## src/rtl/ntt_seq_ctrl.sv

```systemverilog
// rtl/ntt_seq_ctrl.sv - NTT core sequencer: coefficient load, run handshake, paired readback
// Optional watchdog on WAIT_INIT/RUN enabled by defining NTT_SEQ_TIMEOUT_EN.
module ntt_seq_ctrl #(
  parameter int TIMEOUT_CYCLES = 65535
) (
  input  logic        clk,
  input  logic        rst,
  input  logic        cmd_valid,
  output logic        cmd_ready,
  input  logic        cmd_mode,
  input  logic        abort,
  input  logic        in_valid,
  output logic        in_ready,
  input  logic [15:0] in_data_a,
  input  logic [15:0] in_data_b,
  output logic        out_valid,
  input  logic        out_ready,
  output logic [15:0] out_data_a,
  output logic [15:0] out_data_b,
  output logic        busy,
  output logic        err,
  output logic        ntt_start,
  output logic        ntt_mode,
  output logic        ntt_we,
  output logic [7:0]  ntt_addr_a,
  output logic [7:0]  ntt_addr_b,
  output logic [15:0] ntt_din_a,
  output logic [15:0] ntt_din_b,
  input  logic [15:0] ntt_dout1,
  input  logic [15:0] ntt_dout2,
  input  logic        ntt_init_done,
  input  logic        ntt_done
);

  typedef enum logic [2:0] {
    S_IDLE, S_LOAD, S_WAIT_INIT, S_RUN, S_READ, S_CAPT, S_HOLD, S_ERR
  } state_t;

  state_t     state;
  logic [6:0] pc;
  logic       load_fire;
  logic       timeout;

  assign cmd_ready = (state == S_IDLE);
  assign in_ready  = (state == S_LOAD);
  assign busy      = (state != S_IDLE);
  assign ntt_start = (state != S_RUN);
  assign load_fire = in_ready && in_valid;
  assign ntt_we    = load_fire;

  // Address/data buses stay at zero unless a write or a read is actually issued.
  always_comb begin
    ntt_addr_a = '0;
    ntt_addr_b = '0;
    ntt_din_a  = '0;
    ntt_din_b  = '0;
    if (load_fire) begin
      ntt_addr_a = {pc, 1'b0};
      ntt_addr_b = {pc, 1'b1};
      ntt_din_a  = in_data_a;
      ntt_din_b  = in_data_b;
    end else if (state == S_READ) begin
      ntt_addr_a = {pc, 1'b0};
      ntt_addr_b = {pc, 1'b1};
    end
  end

`ifdef NTT_SEQ_TIMEOUT_EN
  logic [15:0] wd;

  assign timeout = (int'(wd) + 1 >= TIMEOUT_CYCLES);
  assign err     = (state == S_ERR);

  // Counter is zero on the first cycle of WAIT_INIT and again on the first cycle of RUN.
  always_ff @(posedge clk) begin
    if (!rst || abort) begin
      wd <= '0;
    end else if ((state != S_WAIT_INIT && state != S_RUN) ||
                 (state == S_WAIT_INIT && ntt_init_done)) begin
      wd <= '0;
    end else begin
      wd <= wd + 16'd1;
    end
  end
`else
  logic unused_timeout_cfg;

  assign timeout            = 1'b0;
  assign err                = 1'b0;
  assign unused_timeout_cfg = (TIMEOUT_CYCLES != 0);
`endif

  always_ff @(posedge clk) begin
    if (!rst) begin
      state      <= S_IDLE;
      pc         <= '0;
      out_valid  <= 1'b0;
      out_data_a <= '0;
      out_data_b <= '0;
      ntt_mode   <= 1'b0;
    end else if (abort) begin
      state     <= S_IDLE;
      pc        <= '0;
      out_valid <= 1'b0;
    end else begin
      case (state)
        S_IDLE: if (cmd_valid) begin
          ntt_mode <= cmd_mode;
          pc       <= '0;
          state    <= S_LOAD;
        end
        S_LOAD: if (in_valid) begin
          if (pc == 7'd127) begin
            pc    <= '0;
            state <= S_WAIT_INIT;
          end else begin
            pc <= pc + 7'd1;
          end
        end
        S_WAIT_INIT: begin
          if (ntt_init_done)  state <= S_RUN;
          else if (timeout)   state <= S_ERR;
        end
        S_RUN: begin
          if (ntt_done) begin
            pc    <= '0;
            state <= S_READ;
          end else if (timeout) begin
            state <= S_ERR;
          end
        end
        S_READ: state <= S_CAPT;
        // Core read data arrives one cycle after the address was presented in READ.
        S_CAPT: begin
          out_data_a <= ntt_dout1;
          out_data_b <= ntt_dout2;
          out_valid  <= 1'b1;
          state      <= S_HOLD;
        end
        S_HOLD: if (out_ready) begin
          out_valid <= 1'b0;
          if (pc == 7'd127) begin
            pc    <= '0;
            state <= S_IDLE;
          end else begin
            pc    <= pc + 7'd1;
            state <= S_READ;
          end
        end
        S_ERR: state <= S_ERR;
        default: state <= S_IDLE;
      endcase
    end
  end

endmodule
```

## config.mk

```make
export PLATFORM = sky130hd
export DESIGN_NAME = ntt_seq_ctrl
export DESIGN_NICKNAME = d
export VERILOG_FILES = /design/src/rtl/ntt_seq_ctrl.sv
export SDC_FILE = /design/constraint.sdc
export NUM_CORES = 1
export LEC_CHECK = 0
export BUFFER_PORTS_ARGS = -buffer_cell sky130_fd_sc_hd__buf_2
export CAP_MARGIN = 25
export CORE_MARGIN = 2
export CORE_UTILIZATION = 40
export DETAILED_ROUTE_END_ITERATION = 6
export PLACE_DENSITY_LB_ADDON = 0.1
export SLEW_MARGIN = 10
export SYNTH_ARGS = -nofsm -noshare
export SYNTH_HDL_FRONTEND = slang
export SYNTH_SLANG_ARGS = --single-unit
```

## constraint.sdc

```tcl
create_clock -name clk -period 4.7 [get_ports clk]
set_input_delay 0.94 -clock clk [delete_from_list [all_inputs] [get_ports clk]]
set_output_delay 0.94 -clock clk [all_outputs]
set_load 0.02 [all_outputs]
```

* Word level (Yosys, flattened, before mapping) *
Cells that the tools add are included.

storage, ports and cells
  register bits = 44
  bits of input ports = 73

cells by class
  multiplexer cells = 22
  bitwise gates (word level) = 2
  add/subtract/negate cells = 1
  equal/unequal tests = 15
  reductions and logical operators = 11

operators by type and width
  kind                                           number
  2-to-1 mux 7 bit                               5
  2-to-1 mux 16 bit                              2
  2-to-1 mux 8 bit                               4
  case mux 7 bit (4 select lines)                1
  case mux 3 bit (8 select lines)                1
  2-to-1 mux 3 bit                               7
  == test 3 bit, second input constant           4
  != test 2 bit, second input constant           5
  adder 7 x 1 -> 7 bit, second input constant    1
  == test 7 bit, second input constant           1
  == test 3 x 2 -> 1 bit, second input constant  2
  AND reduction 6 bit                            1
  AND reduction 5 bit                            1
  AND reduction 2 bit                            2
  nonzero test 4 bit                             1
  == test 3 x 1 -> 1 bit, second input constant  1
  logical NOT 3 bit                              1
  != test 3 x 2 -> 1 bit, second input constant  1
  AND reduction 3 bit                            1
  nonzero test 3 bit                             1
  != test 2 x 1 -> 1 bit, second input constant  1
  inverter 1 bit                                 2
  case mux 1 bit (2 select lines)                1
  nonzero test 2 bit                             1
  other kinds (3)                                3

* Logic depth before layout (Yosys ltp) *
  depth in word-level cells = 4
  depth in mapped cells = 7
  mapped depth without buffers = 6

* Least setup slack after synthesis *
Ideal clock, no wire load.

  kind = input -> output
  start = input port in_valid
  end = output port ntt_addr_b[1]
  setup slack = 1835 ps
  buffers on the path = 1
  stages = 4
  required time = 3760 ps
  arrival = 1925 ps
  path through = a21oi_1 > nor2_1 > and2_1 > buf_4

between the ends
  cells in the longest elaborated chain, start to end = 2

RTL lines
  element            RTL line  RTL
  start, declared    12        input logic in_valid,
  logical AND 1 bit  48        assign load_fire = in_ready && in_valid;
  2-to-1 mux 8 bit   57        if (load_fire) begin
  end, declared      26        output logic [7:0] ntt_addr_b,

No other way between the ends.

* Final worst setup path *
  start = input port in_valid
  end = output port ntt_addr_a[3]

between the ends
  cells in the longest elaborated chain, start to end = 2

RTL lines
  element            RTL line  RTL
  logical AND 1 bit  48
  2-to-1 mux 8 bit   57
  end, declared      25        output logic [7:0] ntt_addr_a,

No other way between the ends.

==> flow_summary_export.csv <==
group,metric,value,unit
power,pwr-share-clk,34.3,%
cts,cts_root_buf,"clkbuf_8",
cts,post_cts_resize_count,0,
power,power_density,222,nW/um^2
power,p_int,533,uW
drt,postRouteAntennaNets,0,
sta,setup_violations,0,
synthesis,synth.distinct_cells,41,
job,maxCapViolCount,0,
global_routing,grt_pass1_wl,9.52,mm
hold_path,min-delay-path-class,"reg -> reg",
drt,via_count,2430,
cts,ctsHoldBuffers,0,
global_routing,overflow,0,
synthesis,synth_seq_cells,44,
synthesis,avgSynthCellArea,7.80,um^2
drt,wl_per_cell,11.9,um
sta,period_minus_slack,2.99,ns
sta,fin_skew,0.00315,ns
drt,drt_first_pass_iters,4,
power,power.total,698,uW
cts,cts_setup_buffers,0,
hold_path,whs_path_depth,2,
global_routing,grt_use_total,18.5,%
sta,rsz0062_at_grt,"false",
cells_and_area,area_growth,36.5,%
power,leakage,0.00167,uW
run_status,status,"finished, final reports clean",
critical_path,worstSetupPathType,"in -> out",
die,dieArea,6380,um^2
cts,tritoncts,"built",
placement,hpwl,4.46,mm
die,ios,161,
cts,cts_made_buffers,5,
critical_path,r2r.worst_path.cells,5,
cts,clock_latency,0.28,ns
cells_and_area,fin_nets,508,
critical_path,critical-path-max-stage-delay,0.35,ns
power,switching_share,23.5,%
global_routing,grt_max_degree,36,
critical_path,reg2reg_from,"state[0]$_SDFFE_PP0P_",
cts,clock_sinks,44,
die,core_area,5540,um^2
cts,ctsLongestPathBuffers,2,
critical_path,crit_path_end_kind,"output pin",
synthesis,synthCells,295,
placement,dpl_cell_area,3050,um^2
sta,report.final.slew_viol_count,0,
sta,hold_viol,0,
power,comb_power_share,11.9,%
sta,fmaxAchievable,335,MHz
synthesis,yosysWarnings,0,
placement,gp_congestion,0.780,
die,fp.dieW,79.8,um
cells_and_area,finish.instance_area,3140,um^2
drt,drtIter0Drc,98,
cts,htreeDepth,2,
critical_path,cp.arrival,2.05,ns
power,p_seq_share,53.8,%
critical_path,path_max_fanout,35,
placement,portBuffers,158,
drt,wirelength,6.03,mm
critical_path,path_cells,"buf_2 -> a21oi_1 -> nor2_1 -> and2_1 -> buf_2",
critical_path,crit_path_start,"in_valid",
synthesis,synth_enable_flop_cells,0,
global_routing,grt_pass1_vias,2120,
critical_path,critPathMostFrequentCell,"buf_2",
drt,vias_per_cell,4.79,
synthesis,seq_area_frac_synth,38.3,%
cells_and_area,postLayoutCoreUtil,56.7,%
drt,route.detailed.drc,0,
power,switchingPower,164,uW
die,start_util,41.5,%
cells_and_area,layout-drive-gt1-share,40.0,%
cts,clk_pin_slew,0.08,ns
critical_path,required,3.76,ns
sta,tightest_slew,0.588,ns
synthesis,ys_async_sr_fraction,0,%
hold_path,hp-start,"out_data_b[7]$_SDFFE_PN0P_",
critical_path,slowest_stage,"buf_2",
sta,slew_headroom,60.8,%
sta,post-route-period-util,63.6,%
sta,whs,0.451,ns
critical_path,cp-start-kind,"input pin",
sta,tns,0,ns
die,die_h,79.8,um
power,ir_drop,0.194,mV
synthesis,synth_top_flop_cell,"dfxtp_1",
die,rows,27,
cells_and_area,antenna_cells,0,
global_routing,grt_antenna_before_repair,0,
synthesis,syn-cell-area,2300,um^2
[kinds of logic after synthesis]
family | share of synthesized area, %
muxes | 1.52
and+or+nand+nor | 32.0
AOI/OAI and AO/OA | 19.3
buffers and inverters | 7.83
adders and majority gates | 0.544
xor gates and xnor gates | 0.381
other | 0.163
DFF | 38.3
[metrics by stage]
| step | instances | worst slack, ns |
|---|---|---|
| CTS | 507 | 1.70 |
| detailed placement | 499 | 1.71 |
| global route | 507 | 1.55 |
| global placement | 499 | 1.77 |
| floorplan | 296 | 1.84 |
| finish | 507 | 1.71 |
[layout by cell type, fill, tap and decap left out, types with 3 or more instances in the layout]
| cell type | n |
|---|---|
| a21boi_1 | 30 |
| a21oi_1 | 12 |
| and2_1 | 8 |
| and3_1 | 33 |
| buf_2 | 158 |
| buf_4 | 3 |
| clkbuf_8 | 6 |
| dfxtp_1 | 44 |
| inv_1 | 5 |
| nand2_1 | 74 |
| nand3_1 | 4 |
| nor2_1 | 4 |
| nor2b_1 | 6 |
| o21ai_0 | 4 |
| o22ai_1 | 4 |
| or3_1 | 4 |
[power groups by stage]
stage	sequential [uW]	clock, uW	combinational, uW
6_report	375	239	83.3
5_1_grt	376	268	92.1
4_1_cts	375	249	83.6
3_5_place_dp	384	0	83.3
3_3_place_gp	384	0	82.8
2_1_floorplan	383	0	43.8
[sequential cells by signal, summed over array words and instances (netlist names)]
register    cells
out_valid       1
state           3
ntt_mode        1
out_data_a     16
out_data_b     16
pc              7
[worst paths after layout]
check | to | slack [ns]
worst max-delay path | ntt_addr_a[3] | 1.71
worst min-delay path | out_data_b[7]$_SDFFE_PN0P_ | 0.45
worst max register to register | pc[0]$_SDFFE_PP0P_ | 2.87
worst min register to register | out_data_b[7]$_SDFFE_PN0P_ | 0.45
[final cells by class]
cell class,instances,area (um^2)
clock buffers,7,86.3
clock inverters,1,7.51
fillers,543,2400
inverters,5,18.8
multi-input cells,217,1240
flip-flops and latches,44,881
well taps,72,90.1
repair buffers,161,813
[cell usage after synthesis (2+ instances only)]
master / count / area share, %
nand2_1: 74 / 12
o22ai_1: 4 / 1.1
buf_4: 9 / 2.9
nor2b_1: 6 / 1.6
a21boi_0: 2 / 0.65
nor2_1: 4 / 0.65
a21boi_1: 30 / 9.8
a21oi_1: 12 / 2.6
o211ai_1: 2 / 0.65
clkbuf_1: 13 / 2.1
nand2b_1: 2 / 0.54
buf_2: 6 / 1.3
and3_1: 33 / 9.0
nand3b_1: 2 / 0.65
dfxtp_1: 44 / 38
and3b_1: 2 / 0.76
mux2i_1: 2 / 0.87
inv_1: 5 / 0.82
a31oi_1: 2 / 0.54
o21ai_0: 4 / 0.87
and2_1: 8 / 2.2
nand4_1: 2 / 0.54
or3_1: 4 / 1.1
nand3_1: 4 / 0.87
nor3_1: 2 / 0.44
o31ai_1: 2 / 0.65
[layer usage]
metal | share of wire, % | vias to the layer above | GRT usage (%) | routed length [um]
met5 | 0 | - | 0 | 0
met1 | 42 | 1070 | 22.2 | 2520
met3 | 8.3 | 4 | 4.98 | 500
met2 | 49 | 93 | 32.4 | 2970
met4 | 0.76 | 0 | 5.25 | 46
li1 | - | 1263 | - | -
[critical path: cells and delay by family]
kind                   cells  cell delay, ns
AO/OA/AOI/OAI              1            0.12
buffers and inverters      2            0.51
AND/OR/NAND/NOR            2            0.48
Note: power is estimated with default switching activity, not from simulation.
